[src/rtl/relobi_r_other_err_tracker.sv]
// Error tracker behind the reliable-OBI R-channel "other fields" ECC decoder: saturating
// counters, first-error capture and sticky irq. Define RELOBI_ERR_THRESH_EN for a correctable-error threshold irq.
package obi_pkg;
  typedef struct packed {
    int unsigned AddrWidth;
    int unsigned DataWidth;
    int unsigned IdWidth;
  } obi_cfg_t;

  localparam obi_cfg_t ObiDefaultConfig = '{AddrWidth: 32, DataWidth: 32, IdWidth: 1};
endpackage

module relobi_r_other_err_tracker #(
  parameter obi_pkg::obi_cfg_t Cfg           = obi_pkg::ObiDefaultConfig,
  parameter int unsigned       CntWidth      = 16,
  parameter int unsigned       ThreshDefault = 8
) (
  input  logic                   clk_i,
  input  logic                   rst_i,
  input  logic                   rvalid_i,
  input  logic                   rready_i,
  input  logic [Cfg.IdWidth-1:0] rid_i,
  input  logic [1:0]             relerr_i,
  input  logic                   clear_i,
`ifdef RELOBI_ERR_THRESH_EN
  input  logic [CntWidth-1:0]    thresh_i,
  input  logic                   thresh_we_i,
`endif
  output logic [CntWidth-1:0]    corr_cnt_o,
  output logic [CntWidth-1:0]    uncorr_cnt_o,
  output logic                   first_err_valid_o,
  output logic [Cfg.IdWidth-1:0] first_err_rid_o,
  output logic                   first_err_fatal_o,
  output logic                   irq_o
);

  localparam logic [1:0] IDLE   = 2'd0;
  localparam logic [1:0] LOGGED = 2'd1;
  localparam logic [1:0] FATAL  = 2'd2;

  localparam logic [CntWidth-1:0] CntMax = '1;

  logic [1:0]             state_q, state_d;
  logic [CntWidth-1:0]    corr_q, corr_d;
  logic [CntWidth-1:0]    uncorr_q, uncorr_d;
  logic [Cfg.IdWidth-1:0] rid_q, rid_d;
  logic                   fatal_q, fatal_d;
  logic                   irq_q, irq_d;
  logic                   hs, is_uncorr, is_corr;

  assign hs        = rvalid_i && rready_i;
  assign is_uncorr = hs && relerr_i[1];
  assign is_corr   = hs && (relerr_i == 2'b01);

  // Clear is applied first so a beat in the same cycle lands in the fresh state.
  always_comb begin
    // NOTE: every variable written here gets a default first, so no path can infer a latch.
    state_d  = state_q;
    corr_d   = corr_q;
    uncorr_d = uncorr_q;
    rid_d    = rid_q;
    fatal_d  = fatal_q;

    if (clear_i) begin
      state_d  = IDLE;
      corr_d   = '0;
      uncorr_d = '0;
      rid_d    = '0;
      fatal_d  = 1'b0;
    end

    if (is_uncorr) begin
      if (uncorr_d != CntMax) uncorr_d = uncorr_d + CntWidth'(1);
      if (state_d == IDLE) begin
        rid_d   = rid_i;
        fatal_d = 1'b1;
      end
      state_d = FATAL;
    end else if (is_corr) begin
      if (corr_d != CntMax) corr_d = corr_d + CntWidth'(1);
      if (state_d == IDLE) begin
        state_d = LOGGED;
        rid_d   = rid_i;
        fatal_d = 1'b0;
      end
    end
  end

`ifdef RELOBI_ERR_THRESH_EN
  logic [CntWidth-1:0] thresh_q, thresh_d;

  // The threshold is configuration, so clear_i leaves it alone.
  assign thresh_d = thresh_we_i ? thresh_i : thresh_q;
  assign irq_d    = (state_d == FATAL) || ((thresh_d != '0) && (corr_d >= thresh_d));

  always_ff @(posedge clk_i) begin
    if (rst_i) thresh_q <= CntWidth'(ThreshDefault);
    else       thresh_q <= thresh_d;
  end
`else
  assign irq_d = (state_d == FATAL);
`endif

  // NOTE: sequential state uses non-blocking assignments so all registers update together.
  always_ff @(posedge clk_i) begin
    if (rst_i) begin
      state_q  <= IDLE;
      corr_q   <= '0;
      uncorr_q <= '0;
      rid_q    <= '0;
      fatal_q  <= 1'b0;
      irq_q    <= 1'b0;
    end else begin
      state_q  <= state_d;
      corr_q   <= corr_d;
      uncorr_q <= uncorr_d;
      rid_q    <= rid_d;
      fatal_q  <= fatal_d;
      irq_q    <= irq_d;
    end
  end

  assign corr_cnt_o        = corr_q;
  assign uncorr_cnt_o      = uncorr_q;
  assign first_err_valid_o = (state_q != IDLE);
  assign first_err_rid_o   = rid_q;
  assign first_err_fatal_o = fatal_q;
  assign irq_o             = irq_q;

endmodule
[config.mk]
export PLATFORM = sky130hd
export DESIGN_NAME = relobi_r_other_err_tracker
export DESIGN_NICKNAME = d
export VERILOG_FILES = /design/src/rtl/relobi_r_other_err_tracker.sv
export SDC_FILE = /design/constraint.sdc
export NUM_CORES = 1
export LEC_CHECK = 0
export CAP_MARGIN = 20
export CORE_UTILIZATION = 49
export CTS_CLUSTER_DIAMETER = 60
export CTS_CLUSTER_SIZE = 28
export DETAILED_ROUTE_END_ITERATION = 16
export GPL_ROUTABILITY_DRIVEN = 0
export GPL_TIMING_DRIVEN = 0
export MAX_ROUTING_LAYER = met4
export PLACE_DENSITY = 0.88
export SLEW_MARGIN = 20
export SYNTH_ARGS = -nofsm -noshare
export SYNTH_HDL_FRONTEND = slang
export SYNTH_SLANG_ARGS = --single-unit
[constraint.sdc]
create_clock -name clk_i -period 3 [get_ports clk_i]
set_input_delay 0.6 -clock clk_i [delete_from_list [all_inputs] [get_ports clk_i]]
set_output_delay 0.6 -clock clk_i [all_outputs]
set_load 0.01 [all_outputs]
==> metrics.txt <==
# fillers=298; clock buffer count from CTS=5; first-pass GRT wire length=7410 µm; grt ovf=0; HP Start=first_err_rid_o; worst-path cell chain=dlygate4sd2_1 > buf_4 > clkbuf_4 > nor2b_1 > ha_1 > nand2_1 > and4bb_2 > or4b_4 > or3_1 > a21oi_1; die height=63.1 µm; reg-to-reg critical path endpoint=uncorr_cnt_o[15]; layout cell share with drive strength beyond 1=6.32%; Slowest Stage Delay on Critical Path=530 ps; Max stage delay cell, worst path=or4b_4; CP Capture Point=uncorr_cnt_o[15]; Overall Global Routing Usage=24.4%; drt wl/cell=13.7 µm; Net count, final=277; Max IR drop VDD=0.232 mV; status=complete, no violations; Util after Layout=70.1%; largest net degree at the start of global routing=12; number of synthesized flops with an enable pin=0; most frequent cell after synthesis=dfxtp_1; Setup violations, final=0; setup ws final=111 ps; DRC=0; Worst EP arrival=3110 ps; ANT cells=0; Reg clk slew, reported paths=70 ps; Worst-Skew Late Latency=290 ps; die area=3990 µm²; Slew Limit Fails=0; Register-to-Register Path Depth=7; Synth top area share=40.4%; Vias=1782; max cap viols=0; PortBufs=42; top post-synthesis cells by count=37 x dfxtp_1, 31 x nor2_1, 18 x xnor2_1; vias in the first global route=1605; Final period util=96.3%; final WL=4320 µm; Max Root-Sink Buffers=2; RSZ-0062 raised after global routing=no; crit end category=flop; DP Wirelength=3130 µm; Synth cell types=42; Setup Skew=7.54 ps; Avg Cell Area, Syn=8.36 µm²; power per cell area=411 nW/µm²; final hold slack=490 ps; Starting Density=52.8%; CTS tree=done; area grow syn2layout=32.7%; WHS Path Cells=2; # clock sinks=37; Ys Warns=0; area leader, netlist=dfxtp_1; total leakage power=0.791 nW; final hold vios=0; # Post-CTS Setup Buffers=0; core box area=3470 µm²; relative max-transition margin=56.4%; Final ANT Viol Nets=0; antenna violations before repair=0; Hold Crit Class=reg2reg; Power Total=0.00100 W; Syn Nets=228; Die X=63.1 µm; CP startpoint=clear_i; drt initial violations=170; pre-CTS setup slack=-752 ps; Crit path required time=3220 ps; TritonRoute pass-1 iters=4; Via density=5.66; Setup Crit Path Kind=in2reg; f_max=346 MHz; H-tree levels=2; synthesis-stage register bit count=37; Final Critical Period=2890 ps; Post-synth top flop=dfxtp_1; synthesized instance count=219; Post-synth ARST share=0%; Worst Max-Slew Pin Slew=648 ps; FP Rows=21; synth top area cells=dfxtp_1 40%, xnor2_1 8.6%, nor2_1 6.4%; worst-path fanout max=10; reg-to-reg startpoint=uncorr_cnt_o[1]; Seq/Total Area, Yosys=40.4%; placed cells=307; io pins=44; Clock Tree Root=clkbuf_8; Synth Cell Area=1830 µm²; r2r setup slk=720 ps; non-filler cells, final=315; CP Launch Type=primary input
## worst max-delay path: cells and delay by family
family / cells / cell delay [ps]
AO/OA/AOI/OAI: 1 / 140
AND/OR/NAND/NOR: 5 / 1380
buffers and inverters: 3 / 740
adder cells (fa/ha/maj): 1 / 240
## power by group
group	total, W	internal (W)	leakage [nW]	switching, W
Clock	0.000448	0.000271	0.0585	0.000177
Combinational	0.0000562	0.0000232	0.434	0.0000330
Sequential	0.000496	0.000494	0.298	0.00000205
## final cells by class
type,instances,area [µm²],area share [%]
Multi-Input combinational cell,167,1030,42.5
Clock buffer,7,86.3,3.55
Inverter,4,15.0,0.618
Timing Repair Buffer,42,419,17.2
Tap cell,46,57.6,2.37
Buffer,11,48.8,2.01
Sequential cell,37,741,30.5
Clock inverter,1,30.0,1.24
## flip-flops by register name, summed over array words and instances (netlist names)
| name | count |
|---|---|
| first_err_rid_o | 1 |
| state_q | 2 |
| irq_o | 1 |
| corr_cnt_o | 16 |
| first_err_fatal_o | 1 |
| uncorr_cnt_o | 16 |
## placed cells by master, fill, tap and decap left out, types with 6 or more instances in the layout
| master | synthesis | routed |
|---|---|---|
| nor2b_1 | 8 | 8 |
| nor3_1 | 8 | 8 |
| clkbuf_8 | 0 | 6 |
| clkbuf_1 | 10 | 10 |
| clkdlybuf4s50_1 | 0 | 41 |
| a21oi_1 | 16 | 16 |
| nor2_1 | 31 | 31 |
| nand2_1 | 17 | 17 |
| dfxtp_1 | 37 | 37 |
| xnor2_1 | 18 | 18 |
| nand3_1 | 7 | 7 |
| nand4_1 | 6 | 6 |
## per-layer routing
layer | share of wire (%) | GRT usage [%] | vias to the layer above
met5 | 0 | - | -
met4 | 1.8 | 11.9 | 0
met1 | 47 | 30.0 | 843
met3 | 3.9 | 4.17 | 6
li1 | - | - | 877
met2 | 48 | 38.4 | 56
## logic make-up after synthesis
group / share of synthesized area, %
buffers and inverters: 3.14
and+or+nand+nor: 32.8
xor gates and xnor gates: 9.56
adders and majority gates: 0.683
muxes: 2.32
AOI/OAI and AO/OA: 11.1
DFF: 40.4
## through the flow
stage               setup TNS, ps  instance area (µm²)
CTS                             0                 2430
finish                          0                 2430
global placement            -5450                 2310
floorplan                       0                 1830
global route                    0                 2430
detailed placement          -5700                 2310
## timing repair
| action | CTS | global route |
|---|---|---|
| resized for setup | 4 | 0 |
| endpoints found under the setup margin | 8 | 0 |
| hold buffers | 0 | 0 |
## worst min path at each step
stage,endpoint,slack [ps]
after floorplan,state_q[1],490
after global placement,first_err_rid_o,480
after detailed placement,first_err_rid_o,480
after CTS,first_err_rid_o,490
after global routing,first_err_rid_o,520
final,first_err_rid_o,490
Note: power is estimated with default switching activity, not from simulation.
